===== src/rtl/kf_pic_pkg.sv =====
// Shared constants and priority helpers for the KF interrupt controller family.
// Helpers operate on LEVELS_MAX-bit vectors; only the low n bits are meaningful
// and n must be a power of two so that modulo reduces to a mask.
package kf_pic_pkg;

   localparam int unsigned LEVELS_DEFAULT = 8;
   localparam int unsigned LEVELS_MAX     = 32;

   // OCW2 command field {R,SL,EOI}
   localparam logic [2:0] EOI_CLR_ROT_AEOI = 3'b000;
   localparam logic [2:0] EOI_NONSPEC      = 3'b001;
   localparam logic [2:0] EOI_NOP          = 3'b010;
   localparam logic [2:0] EOI_SPEC         = 3'b011;
   localparam logic [2:0] EOI_SET_ROT_AEOI = 3'b100;
   localparam logic [2:0] EOI_ROT_NONSPEC  = 3'b101;
   localparam logic [2:0] EOI_SET_PRIO     = 3'b110;
   localparam logic [2:0] EOI_ROT_SPEC     = 3'b111;

   // result[i] = v[(i + amt) mod n]
   function automatic logic [LEVELS_MAX-1:0] rotate_right(input logic [LEVELS_MAX-1:0] v,
                                                         input int unsigned amt,
                                                         input int unsigned n);
      logic [LEVELS_MAX-1:0] r;
      int unsigned           j;
      r = '0;
      for (int unsigned i = 0; i < LEVELS_MAX; i++) begin
         j = (i + amt) & (n - 1);
         if (i < n) r[i[4:0]] = v[j[4:0]];
      end
      return r;
   endfunction

   // result[(i + amt) mod n] = v[i]
   function automatic logic [LEVELS_MAX-1:0] rotate_left(input logic [LEVELS_MAX-1:0] v,
                                                        input int unsigned amt,
                                                        input int unsigned n);
      logic [LEVELS_MAX-1:0] r;
      int unsigned           j;
      r = '0;
      for (int unsigned i = 0; i < LEVELS_MAX; i++) begin
         j = (i + amt) & (n - 1);
         if (i < n) r[j[4:0]] = v[i[4:0]];
      end
      return r;
   endfunction

   // One-hot of the highest-priority request; level ptr+1 is highest, ptr lowest.
   function automatic logic [LEVELS_MAX-1:0] resolve_priority(input logic [LEVELS_MAX-1:0] req,
                                                             input int unsigned ptr,
                                                             input int unsigned n);
      logic [LEVELS_MAX-1:0] rot;
      logic [LEVELS_MAX-1:0] pick;
      int unsigned           amt;
      amt  = (ptr + 1) & (n - 1);
      rot  = rotate_right(req, amt, n);
      pick = rot & (~rot + LEVELS_MAX'(1));
      return rotate_left(pick, amt, n);
   endfunction

   // Index of the set bit in a one-hot vector (0 when empty).
   function automatic int unsigned onehot_index(input logic [LEVELS_MAX-1:0] v);
      int unsigned idx;
      idx = 0;
      for (int unsigned i = 0; i < LEVELS_MAX; i++) begin
         if (v[i[4:0]]) idx = i;
      end
      return idx;
   endfunction

endpackage


===== src/rtl/kf_in_service_tracker_if.sv =====
// Bus bundle between the ack sequencer / command interface and the ISR tracker.
// master: drives ack, EOI command and mode inputs; slave: the tracker.
interface kf_in_service_tracker_if #(
   parameter int unsigned LEVELS = kf_pic_pkg::LEVELS_DEFAULT
);
   localparam int unsigned LEVEL_W = $clog2(LEVELS);

   logic               ack_valid;
   logic [LEVEL_W-1:0] ack_level;
   logic               auto_eoi;
   logic               special_mask_mode;
   logic [LEVELS-1:0]  interrupt_mask;
   logic               eoi_valid;
   logic [2:0]         eoi_cmd;
   logic [LEVEL_W-1:0] eoi_level;
   logic [LEVELS-1:0]  in_service;
   logic [LEVELS-1:0]  highest_in_service;
   logic [LEVEL_W-1:0] priority_pointer;
   logic               rotate_in_aeoi;
   logic               eoi_miss;

   modport master (
      output ack_valid, ack_level, auto_eoi, special_mask_mode, interrupt_mask,
             eoi_valid, eoi_cmd, eoi_level,
      input  in_service, highest_in_service, priority_pointer, rotate_in_aeoi, eoi_miss
   );

   modport slave (
      input  ack_valid, ack_level, auto_eoi, special_mask_mode, interrupt_mask,
             eoi_valid, eoi_cmd, eoi_level,
      output in_service, highest_in_service, priority_pointer, rotate_in_aeoi, eoi_miss
   );

endinterface


===== src/rtl/kf_priority_resolver.sv =====
// Combinational rotating-priority picker.
// req: request vector; ptr: lowest-priority level; grant_c: one-hot winner or 0.
module kf_priority_resolver
   import kf_pic_pkg::*;
#(
   parameter int unsigned LEVELS = LEVELS_DEFAULT,
   localparam int unsigned LEVEL_W = $clog2(LEVELS)
) (
   input  logic [LEVELS-1:0]  req,
   input  logic [LEVEL_W-1:0] ptr,
   output logic [LEVELS-1:0]  grant_c
);

   assign grant_c = LEVELS'(resolve_priority(LEVELS_MAX'(req), 32'(ptr), LEVELS));

endmodule


===== src/rtl/kf_in_service_tracker.sv =====
// In-service register, EOI/rotation command decode, priority pointer and AEOI.
// clock/reset_n: clock and synchronous active-low reset.
// bus (slave): ack/EOI/mode inputs in, ISR, highest in-service, pointer,
//              rotate-in-AEOI flag and eoi_miss pulse out (all registered).
module kf_in_service_tracker
   import kf_pic_pkg::*;
#(
   parameter int unsigned LEVELS = LEVELS_DEFAULT
) (
   input  logic                   clock,
   input  logic                   reset_n,
   kf_in_service_tracker_if.slave bus
);

   localparam int unsigned LEVEL_W = $clog2(LEVELS);

   logic [LEVELS-1:0]  isr_q, isr_d;
   logic [LEVELS-1:0]  high_q;
   logic [LEVEL_W-1:0] ptr_q, ptr_d;
   logic               raeoi_q, raeoi_d;
   logic               miss_q, miss_d;
   logic               pend_valid_q;
   logic [LEVEL_W-1:0] pend_level_q;

   logic [LEVELS-1:0]  mask_eff_c;
   logic [LEVELS-1:0]  eligible_c;
   logic [LEVELS-1:0]  ns_target_c;
   logic [LEVELS-1:0]  high_req_c;
   logic [LEVELS-1:0]  high_c;
   logic [LEVELS-1:0]  clear_c;
   logic [LEVELS-1:0]  eoi_onehot_c;

   // Masked levels only drop out of priority while special mask mode is on
   assign mask_eff_c = bus.special_mask_mode ? bus.interrupt_mask : '0;
   assign eligible_c = isr_q & ~mask_eff_c;
   assign high_req_c = isr_d & ~mask_eff_c;

   kf_priority_resolver #(.LEVELS(LEVELS)) u_eoi_target (
      .req     (eligible_c),
      .ptr     (ptr_q),
      .grant_c (ns_target_c)
   );

   kf_priority_resolver #(.LEVELS(LEVELS)) u_highest (
      .req     (high_req_c),
      .ptr     (ptr_d),
      .grant_c (high_c)
   );

   // Next-state: clears against the current ISR first, then the ack set wins
   always_comb begin
      clear_c      = '0;
      ptr_d        = ptr_q;
      raeoi_d      = raeoi_q;
      miss_d       = 1'b0;
      eoi_onehot_c = LEVELS'(1) << bus.eoi_level;

      // Automatic EOI one cycle after an AEOI acknowledge; an EOI rotate below overrides
      if (pend_valid_q) begin
         clear_c = LEVELS'(1) << pend_level_q;
         if (raeoi_q) ptr_d = pend_level_q;
      end

      if (bus.eoi_valid) begin
         case (bus.eoi_cmd)
            EOI_NONSPEC, EOI_ROT_NONSPEC: begin
               if (ns_target_c == '0) begin
                  miss_d = 1'b1;
               end else begin
                  clear_c = clear_c | ns_target_c;
                  if (bus.eoi_cmd == EOI_ROT_NONSPEC)
                     ptr_d = LEVEL_W'(onehot_index(LEVELS_MAX'(ns_target_c)));
               end
            end
            EOI_SPEC, EOI_ROT_SPEC: begin
               if (isr_q[bus.eoi_level]) clear_c = clear_c | eoi_onehot_c;
               else                      miss_d  = 1'b1;
               // Rotation on specific EOI applies even when the bit was already clear
               if (bus.eoi_cmd == EOI_ROT_SPEC) ptr_d = bus.eoi_level;
            end
            EOI_SET_PRIO:     ptr_d   = bus.eoi_level;
            EOI_SET_ROT_AEOI: raeoi_d = 1'b1;
            EOI_CLR_ROT_AEOI: raeoi_d = 1'b0;
            default: ;
         endcase
      end

      isr_d = (isr_q & ~clear_c) | (bus.ack_valid ? (LEVELS'(1) << bus.ack_level) : '0);
   end

   // State registers
   always_ff @(posedge clock) begin
      if (!reset_n) begin
         isr_q        <= '0;
         high_q       <= '0;
         ptr_q        <= LEVEL_W'(LEVELS - 1);
         raeoi_q      <= 1'b0;
         miss_q       <= 1'b0;
         pend_valid_q <= 1'b0;
         pend_level_q <= '0;
      end else begin
         isr_q        <= isr_d;
         high_q       <= high_c;
         ptr_q        <= ptr_d;
         raeoi_q      <= raeoi_d;
         miss_q       <= miss_d;
         pend_valid_q <= bus.ack_valid & bus.auto_eoi;
         pend_level_q <= bus.ack_level;
      end
   end

   assign bus.in_service         = isr_q;
   assign bus.highest_in_service = high_q;
   assign bus.priority_pointer   = ptr_q;
   assign bus.rotate_in_aeoi     = raeoi_q;
   assign bus.eoi_miss           = miss_q;

endmodule


===== src/flat_wrapper.sv =====
// flat-port wrapper written by rule: the top's interface ports become plain ports
module kf_in_service_tracker_flat import kf_pic_pkg::*;
#(
   parameter int unsigned LEVELS = LEVELS_DEFAULT
)
  (clock, reset_n, bus_ack_valid, bus_ack_level, bus_auto_eoi, bus_special_mask_mode, bus_interrupt_mask, bus_eoi_valid, bus_eoi_cmd, bus_eoi_level, bus_in_service, bus_highest_in_service, bus_priority_pointer, bus_rotate_in_aeoi, bus_eoi_miss);
  kf_in_service_tracker_if #(.LEVELS(LEVELS)) bus_i ();
  input  logic clock;
  input  logic reset_n;
  input wire logic [$bits(bus_i.ack_valid)-1:0] bus_ack_valid;
  input wire logic [$bits(bus_i.ack_level)-1:0] bus_ack_level;
  input wire logic [$bits(bus_i.auto_eoi)-1:0] bus_auto_eoi;
  input wire logic [$bits(bus_i.special_mask_mode)-1:0] bus_special_mask_mode;
  input wire logic [$bits(bus_i.interrupt_mask)-1:0] bus_interrupt_mask;
  input wire logic [$bits(bus_i.eoi_valid)-1:0] bus_eoi_valid;
  input wire logic [$bits(bus_i.eoi_cmd)-1:0] bus_eoi_cmd;
  input wire logic [$bits(bus_i.eoi_level)-1:0] bus_eoi_level;
  output wire logic [$bits(bus_i.in_service)-1:0] bus_in_service;
  output wire logic [$bits(bus_i.highest_in_service)-1:0] bus_highest_in_service;
  output wire logic [$bits(bus_i.priority_pointer)-1:0] bus_priority_pointer;
  output wire logic [$bits(bus_i.rotate_in_aeoi)-1:0] bus_rotate_in_aeoi;
  output wire logic [$bits(bus_i.eoi_miss)-1:0] bus_eoi_miss;
  assign bus_i.ack_valid = bus_ack_valid;
  assign bus_i.ack_level = bus_ack_level;
  assign bus_i.auto_eoi = bus_auto_eoi;
  assign bus_i.special_mask_mode = bus_special_mask_mode;
  assign bus_i.interrupt_mask = bus_interrupt_mask;
  assign bus_i.eoi_valid = bus_eoi_valid;
  assign bus_i.eoi_cmd = bus_eoi_cmd;
  assign bus_i.eoi_level = bus_eoi_level;
  assign bus_in_service = bus_i.in_service;
  assign bus_highest_in_service = bus_i.highest_in_service;
  assign bus_priority_pointer = bus_i.priority_pointer;
  assign bus_rotate_in_aeoi = bus_i.rotate_in_aeoi;
  assign bus_eoi_miss = bus_i.eoi_miss;
  kf_in_service_tracker #(.LEVELS(LEVELS)) u_core (.clock(clock), .reset_n(reset_n), .bus(bus_i));
endmodule

===== config.mk =====
export PLATFORM = sky130hd
export DESIGN_NAME = kf_in_service_tracker_flat
export DESIGN_NICKNAME = d
export VERILOG_FILES = /design/src/rtl/kf_pic_pkg.sv /design/src/rtl/kf_in_service_tracker_if.sv /design/src/rtl/kf_priority_resolver.sv /design/src/rtl/kf_in_service_tracker.sv /design/src/flat_wrapper.sv
export SDC_FILE = /design/constraint.sdc
export NUM_CORES = 1
export LEC_CHECK = 0
export ABC_AREA = 1
export CORE_ASPECT_RATIO = 0.8
export CORE_UTILIZATION = 50
export DETAILED_ROUTE_END_ITERATION = 8
export HOLD_SLACK_MARGIN = 0.1
export PLACE_DENSITY = 0.75
export SLEW_MARGIN = 20
export SYNTH_ARGS = -nofsm -noshare
export SYNTH_HDL_FRONTEND = slang
export SYNTH_SLANG_ARGS = --single-unit
export TNS_END_PERCENT = 100

===== constraint.sdc =====
create_clock -name clock -period 11.15 [get_ports clock]
set_input_delay 2.23 -clock clock [delete_from_list [all_inputs] [get_ports clock]]
set_output_delay 2.23 -clock clock [all_outputs]
set_load 0.01 [all_outputs]

* After elaboration in Yosys (flattened, before gate mapping)
Cells that the tools add are included.
** Storage, ports and cells
- Flip-flop bits (word level) :: 25
- Output and inout port bits :: 21
- Logic and storage cells :: 210
** Operators by class
- Add/sub/neg operators :: 18
- Magnitude comparators :: 33
- Equality and inequality tests :: 6
- Shift operators :: 3
- Muxes and demuxes :: 105
- Bitwise logic cells :: 15
- Reductions and logical operators :: 23
** Operators by type and width (count)
- 32-bit bitwise mux :: 14
- 3-bit by 6-bit less-than comparator with 1-bit output (second input constant) :: 16
- 32-bit by 8-bit bitwise AND with 32-bit output :: 2
- 1-bit binary-select mux with 3-bit select :: 17
- 1-bit demux with 3-bit select :: 16
- 3-bit by 1-bit greater-or-equal comparator with 1-bit output (second input constant) :: 16
- 8-bit two-way mux :: 6
- 8-bit bitwise AND :: 5
- 1-bit two-way mux :: 36
- 8-bit inverter :: 4
- 3-bit two-way mux :: 10
- 3-bit adder (first input constant) :: 8
- 8-bit bitwise OR :: 3
- 1-bit by 3-bit left shift with 8-bit output (first input constant) :: 3
- 8-bit by 1-bit adder with 8-bit output (second input constant) :: 2
- 1-bit logical AND :: 16
- 8-bit case mux with 2 select lines :: 1
- 2-bit by 3-bit adder with 3-bit output (first input constant) :: 4
- 3-bit equality test (second input constant) :: 4
- 3-bit case mux with 3 select lines :: 1
- 8-bit zero test :: 1
- 1-bit by 3-bit adder with 3-bit output (first input constant) :: 2
- 3-bit by 1-bit adder with 3-bit output (second input constant) :: 2
- 3-bit by 4-bit less-than comparator with 1-bit output (second input constant) :: 1
- other kinds (9) :: 13

* Depth between registers and ports, before layout
Gate-level depths: netlist of the first run.
- Word-level depth :: 42
- Gate-level depth with buffers :: 45
- Depth with buffers taken out :: 42

* Modules after synthesis
From an unflattened synthesis of the first run, not the netlist that was laid out.
** Unflattened totals
- Cells, all modules :: 921
- Area, all modules :: 4775.8 µm²
** Modules (own cells, without submodules)
- kf_in_service_tracker :: instances 1, cells each 279, area each 1692.9 µm²
- kf_priority_resolver (u_core.u_eoi_target) :: instances 1, cells each 327, area each 1581.5 µm²
- kf_priority_resolver (u_core.u_highest) :: instances 1, cells each 315, area each 1501.4 µm²

* Least setup slack after synthesis of the first run
Ideal clock, no wire load.
- Path type :: input -> register
- Start point :: input bus_special_mask_mode
- End point :: register u_core.high_q[1], in the netlist u_core.bus.highest_in_service[1]
- Setup time :: 0.066 ns
- Data arrival time :: 6.238 ns
- Required time :: 11.084 ns
- Path slack :: 4.846 ns
- Stages :: 42
- Path buffers :: 4
- Path through :: buf_2 nand2_1 nand3_1 nand3_1 nand3_1 nand2_4 nor2_8 nand2_4 nor2_8 nand3_1 o21ai_1 inv_1 nand2_1 nand2_1 nand2_2 nor2_2 nand2_2 nand3_1 [6 not listed] ha_1 buf_6 inv_1 nand3_2 nand2_2 nand2_1 nand2_1 nand2_1 nand2_4 nand2_2 nor2_4 buf_6 nand2_2 a21oi_1 nand2_1 nand2_1 nand2_1 a21oi_2
** On the way
- Cells in the longest elaborated chain, start to end :: 41
** Ends and longest elaborated chain
- from (decl) :: line flat_wrapper.sv:13 : input wire logic [$bits(bus_i.special_mask_mode)-1:0] bus_special_mask_mode;
- 8-bit two-way mux * :: line kf_in_service_tracker.sv:34 : assign mask_eff_c = bus.special_mask_mode ? bus.interrupt_mask : '0;
- 8-bit inverter * :: line kf_in_service_tracker.sv:35 : assign eligible_c = isr_q & ~mask_eff_c;
- 8-bit bitwise AND * :: line kf_in_service_tracker.sv:35
- 1-bit binary-select mux with 3-bit select :: line kf_pic_pkg.sv:28 : if (i < n) r[i[4:0]] = v[j[4:0]];
- 1-bit two-way mux (not written as such) :: line kf_pic_pkg.sv:28
- 8-bit inverter :: line kf_pic_pkg.sv:56 : pick = rot & (~rot + LEVELS_MAX'(1));
- 8-bit by 1-bit adder with 8-bit output :: line kf_pic_pkg.sv:56
- 8-bit bitwise AND * :: line kf_pic_pkg.sv:56
- [19 not listed]
- net u_core.ptr_d[0] :: line kf_in_service_tracker.sv:19 : logic [LEVEL_W-1:0] ptr_q, ptr_d;
- [1 not listed]
- 1-bit by 3-bit adder with 3-bit output or 1-bit binary-select mux with 3-bit select (tied branches) :: line kf_pic_pkg.sv:27, kf_pic_pkg.sv:41, kf_pic_pkg.sv:28
- 1-bit binary-select mux with 3-bit select or 1-bit two-way mux (tied branches) :: line kf_pic_pkg.sv:28
- 1-bit two-way mux (not written as such) or 8-bit inverter (tied branches) :: line kf_pic_pkg.sv:28, kf_pic_pkg.sv:56
- 8-bit inverter or 8-bit by 1-bit adder with 8-bit output (tied branches) :: line kf_pic_pkg.sv:56
- 8-bit by 1-bit adder with 8-bit output or 8-bit bitwise AND (tied branches) :: line kf_pic_pkg.sv:56
- 8-bit bitwise AND or 32-bit by 8-bit bitwise AND with 32-bit output (tied branches)
- 32-bit bitwise mux (6 in a row) :: line kf_pic_pkg.sv:42 : if (i < n) r[j[4:0]] = v[i[4:0]];
- 32-bit bitwise mux * :: line kf_pic_pkg.sv:42
- to (signal assigned) :: line kf_in_service_tracker.sv:103 : high_q <= high_c;
- to (decl) :: line kf_in_service_tracker.sv:18 : logic [LEVELS-1:0] high_q;
The timed path passes the listed nets; every way through them passes the cells marked *. The select of a mux whose other input is x is not followed.
A chain may end at the register's enable or synchronous reset.

* Worst setup path after layout of the first run
- Start point :: input bus_special_mask_mode
- End point :: register u_core.high_q[5], in the netlist u_core.bus.highest_in_service[5]
Same word-level chain as after synthesis.

==> reports/metrics.csv, run 1 <==
metric,value,unit
status,completed,
Skew-Pair Late Insertion Delay,0.26,ns
area of the core,9110,um^2
Multi-input gate area,3700,um^2
Vias,5867,
Crit path required time,11.34,ns
Final Cell Area,5230,um^2
wire per inst,15.8,um
dpl cell area,5150,um^2
clock transition at the registers of the reported paths,0.07,ns
CP max-delay cell,clkdlybuf4s50_1,
"top cells by area, synth","nand2_1 (27%), nand3_1 (11%), dfxtp_1 (11%), inv_1 (7.1%), nor2_1 (6.6%)",
Hold Path Class,flip-flop to flip-flop,
Register Area,500,um^2
Syn Inst Count,892,
Synth Flop Type,dfxtp_1,
critical path launch point,bus_special_mask_mode,
initial antenna violation count,0,
hold_buf cts,0,
met1 Resource Use GR,0.509,
final setup vio count,0,
deepest clock path buffer count,2,
#FFs+latches synth,25,
# resized after CTS,0,
R2R setup slack,3.87,ns
# IOs,44,
worst slew pin tran,0.661,ns
Final Hold Viols,0,
GR peak layer,met1,
Post-CTS Setup Bufs,0,
Combinational Power Share,0.761,
layout overhead on the synthesized area,10.4,%
GRT met3 Usage,0.0854,
drt total wl,16400,um
Pre-antenna DRT Iters,5,
syn_area_per_cell,5.31,um^2
htree depth,1,
post-synthesis sequential area ratio,0.106,
Filler cells,949,
FF-to-FF End,u_core.bus.highest_in_service[5]$_SDFF_PN0_,
max-capacitance violation count,0,
die width,111,um
Placed Cells incl. Taps,1031,
overall power,0.809,mW
period utilization,0.708,
CTS tree,done,
internal power,0.335,mW
GRT met2 Usage,0.454,
Via density,5.67,
fin cells,1035,
worst path arrival time,8.08,ns
Net Sw Power,0.473,mW
Port Buffers,43,
Synth area leader,nand2_1,
largest net degree at the start of global routing,28,
synth cell count leaders,"nand2_1 (338), nand3_1 (108), inv_1 (90)",
unique cell type count in the Yosys netlist,44,
Crit Path Class,input pin to flip-flop,
Post-synth EDFFs,0,
worst r2r path cells,41,
peak supply drop,0.0000923,V
Die Ht,89.1,um
global-route wire length before repair,25800,um
Post-DP HPWL,13500,um
"antenna viol nets, final",0,
Max Fclk,127,MHz
Clk Tree Root Cell,clkbuf_16,
GP Congestion,1.07,
Clock Skew,0.00729,ns
min cycle time layout,7.90,ns
synthesized area,4740,um^2
share of post-route cells with drive strength above 1,0.107,
syn_nets,923,
Flop pwr share,0.138,
antenna cells,0,
worst-path fanout max,27,
Worst Setup EP,u_core.bus.highest_in_service[5]$_SDFF_PN0_,
startpoint types,input pin,
RSZ-0062 raised after global routing,false,
Yosys top cell area share,0.268,
gr usage total,0.328,
vias in the first global route,4893,
most frequent cell after synthesis,nand2_1,
CTS buffer count,3,
Post-synth ARST share,0,
reg2reg start,u_core.bus.priority_pointer[0]$_SDFF_PN1_,
Leakage,2.68,nW
CP peak stage delay,0.53,ns
setup TNS,0,ns
Clk network pwr share,0.101,
remaining global-route overflow,0,
pwr dens,155,nW/um^2
yosys warns,0,
max-slew violation count,0,
most frequent CP cell,nand2_1,
site row count,31,
switching share of power,0.586,
Iteration-0 DRC Markers,696,
Clock Sinks,25,
NumNets Final,952,
die area,9870,um^2
relative slew slack,0.558,
Worst Setup End Kind,flip-flop,
Initial Util,0.520,
DR DRC count,0,
-- power by group through the flow --
stage                     combinational [mW]  clock [mW]  sequential (mW)
after global routing                   0.674      0.0861            0.113
after global placement                 0.601           0            0.114
after floorplan                        0.455           0            0.114
final                                  0.615      0.0818            0.111
after detailed placement               0.594           0            0.113
after CTS                              0.597      0.0829            0.111
-- per-stage QoR --
| step | hold WS, ns | worst slack, ns | util |
|---|---|---|---|
| after global placement | 0.526 | 3.17 | 0.565 |
| after detailed placement | 0.531 | 3.16 | 0.565 |
| final | 0.545 | 3.25 | 0.574 |
| after floorplan | 0.537 | 4.85 | - |
| after CTS | 0.547 | 3.41 | 0.574 |
| after global routing | 0.614 | 2.59 | 0.574 |
-- cell type report --
| type | instances | area share |
|---|---|---|
| clock buffer | 3 | 0.0144 |
| clock inverter | 1 | 0.00167 |
| inverter | 99 | 0.0711 |
| multi-input combinational | 749 | 0.707 |
| sequential | 25 | 0.0957 |
| tap | 115 | 0.0275 |
| timing repair buffer | 43 | 0.0823 |
-- kinds of logic (layout without fill, tap and decap cells) --
| kind of cell | Yosys count | in the layout | synth area share |
|---|---|---|---|
| AOI/OAI and AO/OA | 100 | 100 | 0.122 |
| adders and majority gates | 8 | 8 | 0.0211 |
| buffers and inverters | 118 | 146 | 0.114 |
| DFF | 25 | 25 | 0.106 |
| muxes | 1 | 1 | 0.00211 |
| and+or+nand+nor | 640 | 640 | 0.636 |
-- how the worst min path moves through the flow --
stage / start / slack [ns] / end / cells after the start
final: u_core.bus.rotate_in_aeoi$_SDFFE_PN0P_ / 0.54 / u_core.bus.rotate_in_aeoi$_SDFFE_PN0P_ / 2
after global routing: u_core.bus.rotate_in_aeoi$_SDFFE_PN0P_ / 0.61 / u_core.bus.rotate_in_aeoi$_SDFFE_PN0P_ / 2
after CTS: u_core.bus.rotate_in_aeoi$_SDFFE_PN0P_ / 0.55 / u_core.bus.rotate_in_aeoi$_SDFFE_PN0P_ / 2
after detailed placement: u_core.bus.rotate_in_aeoi$_SDFFE_PN0P_ / 0.53 / u_core.bus.rotate_in_aeoi$_SDFFE_PN0P_ / 2
after global placement: u_core.bus.rotate_in_aeoi$_SDFFE_PN0P_ / 0.53 / u_core.bus.rotate_in_aeoi$_SDFFE_PN0P_ / 2
after floorplan: u_core.bus.rotate_in_aeoi$_SDFFE_PN0P_ / 0.54 / u_core.bus.rotate_in_aeoi$_SDFFE_PN0P_ / 2
-- state kept, by name (all words and copies together), names as in the netlist --
signal,flops
u_core.bus.rotate_in_aeoi,1
u_core.bus.in_service,8
u_core.bus.priority_pointer,3
u_core.pend_valid_q,1
u_core.bus.highest_in_service,8
u_core.pend_level_q,3
u_core.bus.eoi_miss,1
-- cell usage in the layout, fill, tap and decap left out, types with 2 or more instances in the layout --
cell / synthesis / layout
nand3_2: 16 / 16
nor2_2: 11 / 11
or2_2: 2 / 2
nor2_1: 83 / 83
nor3_1: 3 / 3
ha_1: 8 / 8
a21oi_1: 36 / 36
nor2_4: 2 / 2
nand2_2: 35 / 35
dfxtp_1: 25 / 25
o21ai_1: 6 / 6
clkbuf_16: 0 / 3
a21boi_0: 3 / 3
o21bai_1: 3 / 3
nand2_4: 11 / 11
nand4_1: 22 / 22
inv_2: 8 / 8
o21ai_0: 30 / 30
inv_1: 90 / 90
nor2_8: 2 / 2
nand3_1: 108 / 108
o22ai_1: 6 / 6
nand3b_1: 3 / 3
clkdlybuf4s50_1: 0 / 43
nand2_1: 338 / 338
a31oi_1: 8 / 8
-- routing by layer --
layer / routed length (um) / share of wire
met5: 0 / 0
met4: 161 / 0.0098
met2: 6140 / 0.37
met3: 1970 / 0.12
met1: 8120 / 0.49
-- critical path, delay by kind of cell --
| family | cells | cell delay (ns) |
|---|---|---|
| AND/OR/NAND/NOR | 34 | 4.20 |
| adder cells (fa/ha/maj) | 1 | 0.48 |
| buffers and inverters | 4 | 1.16 |
(Power assumes the default switching activity.)
==> run 2, diff against run 1 <==
- clock period: 11.15 -> 7.45 ns (I/O delays scaled with it)
==> run 2 against run 1 <==
  * Worst hold slack worse by 0.0074 ns
  * Non-clock buffer count is 5 higher
  * Setup slack worse by 2.6 ns
  * Core utilization is 0.48 points higher
  * Sequential cell count stayed put
  * Wire length is 0.71% lower
  * Clock power is 55% higher
  * Register-to-register slack worse by 2.8 ns
  * Design area is 0.84% higher
  * Cell count is 0.48% higher
  * Clock-buffer cell count stayed put
==> reports/metrics.csv, run 2 (same netlist as run 1, synthesis figures left out) <==
metric,value,unit,change
internal power,0.509,mW,+52%
Crit Path Class,input pin to flip-flop,,
Post-DP HPWL,13300,um,-1.4%
wire per inst,15.7,um,-1.2%
die area,9870,um^2,unchanged
Final Hold Viols,0,,unchanged
max-capacitance violation count,0,,unchanged
Worst Setup End Kind,flip-flop,,
worst-path fanout max,27,,unchanged
Skew-Pair Late Insertion Delay,0.27,ns,about the same
Port Buffers,43,,unchanged
"antenna viol nets, final",0,,unchanged
worst r2r path cells,41,,unchanged
max-slew violation count,0,,unchanged
clock transition at the registers of the reported paths,0.07,ns,about the same
most frequent cells in the layout,"nand2_1 (338), nand3_1 (108), inv_1 (89), nor2_1 (83), clkdlybuf4s50_1 (43)",,
most frequent CP cell,nand2_1,,
CTS tree,done,,
status,completed,,
global-route wire length before repair,25800,um,-0.19%
area of the core,9110,um^2,unchanged
"commonest non-fill, non-tap cell in the layout",nand2_1,,
CP max-delay cell,clkdlybuf4s50_1,,
deepest clock path buffer count,2,,unchanged
Hold Path Class,flip-flop to flip-flop,,
DR DRC count,0,,unchanged
final setup vio count,0,,unchanged
Clk Tree Root Cell,clkbuf_16,,
site row count,31,,unchanged
Net Sw Power,0.708,mW,+49%
Vias,5918,,+0.87%
worst path arrival time,7.02,ns,-1.06 ns
min cycle time layout,6.83,ns,
pwr dens,231,nW/um^2,+49%
critical path launch point,bus_special_mask_mode,,
Multi-input gate area,3700,um^2,about the same
relative slew slack,0.547,,-0.0116
hold_buf cts,0,,unchanged
peak supply drop,0.000164,V,+78%
gr usage total,0.328,,about the same
CTS buffer count,3,,unchanged
remaining global-route overflow,0,,unchanged
hold_ws,0.537,ns,-0.00738 ns
startpoint types,input pin,,
reg2reg start,u_core.bus.priority_pointer[0]$_SDFF_PN1_,,
initial antenna violation count,0,,unchanged
Leakage,2.71,nW,+0.77%
Filler cells,948,,-0.11%
period utilization,0.917,,
Flop pwr share,0.136,,-0.002
# IOs,44,,unchanged
Iteration-0 DRC Markers,690,,-0.86%
Register Area,500,um^2,unchanged
setup TNS,0,ns,unchanged
drt total wl,16300,um,-0.71%
NumNets Final,957,,+0.53%
Placed Cells incl. Taps,1036,,+0.48%
overall power,1.22,mW,+51%
largest net degree at the start of global routing,28,,unchanged
htree depth,1,,unchanged
Initial Util,0.520,,unchanged
switching share of power,0.582,,-0.00399
R2R setup slack,1.05,ns,-2.82 ns
Setup WS post-layout,0.618,ns,-2.64 ns
CP peak stage delay,0.62,ns,+0.09 ns
die width,111,um,unchanged
GP Congestion,1.02,,-4.1%
worst slew pin tran,0.679,ns,+0.0174 ns
Max Fclk,146,MHz,
Clk network pwr share,0.104,,+0.003
Clock Sinks,25,,unchanged
layout overhead on the synthesized area,11.3,%,
antenna cells,0,,unchanged
Crit path required time,7.63,ns,-3.71 ns
FF-to-FF End,u_core.bus.highest_in_service[3]$_SDFF_PN0_,,
RSZ-0062 raised after global routing,false,,
Worst Setup EP,u_core.bus.highest_in_service[3]$_SDFF_PN0_,,
Pre-antenna DRT Iters,6,,+1
share of post-route cells with drive strength above 1,0.114,,+0.00699
vias in the first global route,4992,,+2.0%
fin cells,1040,,+0.48%
Die Ht,89.1,um,unchanged
pre-CTS setup slack,0.418,ns,-2.74 ns
Post-CTS Setup Bufs,0,,unchanged
Via density,5.69,,+0.38%
Clock Skew,0.00927,ns,+0.00198 ns
Combinational Power Share,0.760,,about the same
[run 2: cell types whose count changed in the layout (fill, tap and decap cells not counted), sizes merged]
cell,delta
buf,+5
clkinvlp,+1
inv,-1
[run 2: per-layer routing]
layer	wire [um]	global-route usage	vias up
li1	-	-	2958
met1	7930	0.505	2596
met2	6210	0.456	341
met3	1930	0.0739	23
met4	199	0.0606	0
met5	0	0	-
[run 2: how the worst min path moves through the flow]
| stage | start | to | slack, ns | cells past startpoint |
|---|---|---|---|---|
| finish | u_core.bus.rotate_in_aeoi$_SDFFE_PN0P_ | u_core.bus.rotate_in_aeoi$_SDFFE_PN0P_ | 0.54 | 2 |
| global route | u_core.bus.rotate_in_aeoi$_SDFFE_PN0P_ | u_core.bus.rotate_in_aeoi$_SDFFE_PN0P_ | 0.55 | 2 |
| CTS | u_core.bus.rotate_in_aeoi$_SDFFE_PN0P_ | u_core.bus.rotate_in_aeoi$_SDFFE_PN0P_ | 0.53 | 2 |
| detailed placement | u_core.bus.rotate_in_aeoi$_SDFFE_PN0P_ | u_core.bus.rotate_in_aeoi$_SDFFE_PN0P_ | 0.52 | 2 |
| global placement | u_core.bus.rotate_in_aeoi$_SDFFE_PN0P_ | u_core.bus.rotate_in_aeoi$_SDFFE_PN0P_ | 0.52 | 2 |
| floorplan | u_core.bus.rotate_in_aeoi$_SDFFE_PN0P_ | u_core.bus.rotate_in_aeoi$_SDFFE_PN0P_ | 0.54 | 2 |
[run 2: power by group through the flow]
stage          clock network [mW]  registers (mW)  logic [mW]
6_report                    0.127           0.165       0.925
5_1_grt                     0.135           0.166        1.02
4_1_cts                     0.129           0.165       0.899
3_5_place_dp                    0           0.168       0.894
3_3_place_gp                    0           0.168       0.901
2_1_floorplan                   0           0.171       0.680
[run 2: final cells by class]
type	instances	area share
Sequential cell	25	0.0949
Multi-Input combinational cell	749	0.702
Inverter	99	0.0712
Clock inverter	1	0.00166
Tap cell	115	0.0273
Clock buffer	3	0.0142
Timing Repair Buffer	48	0.0887
[run 2: through the flow]
stage,util,cell area (um^2)
floorplan,-,4740
global placement,0.569,5180
detailed placement,0.569,5180
CTS,0.578,5270
global route,0.579,5270
finish,0.579,5270
[run 2: what timing repair did]
item                       CTS  global route
gates resized for setup      0             2
hold endpoints to repair     0             0
setup endpoints to repair    0             1
[run 2: worst max-delay path, delay by kind of cell]
family	cells	cell delay [ns]
simple gates	31	3.77
fa+ha+maj	1	0.40
compound gates	2	0.28
buf+inv	4	1.05
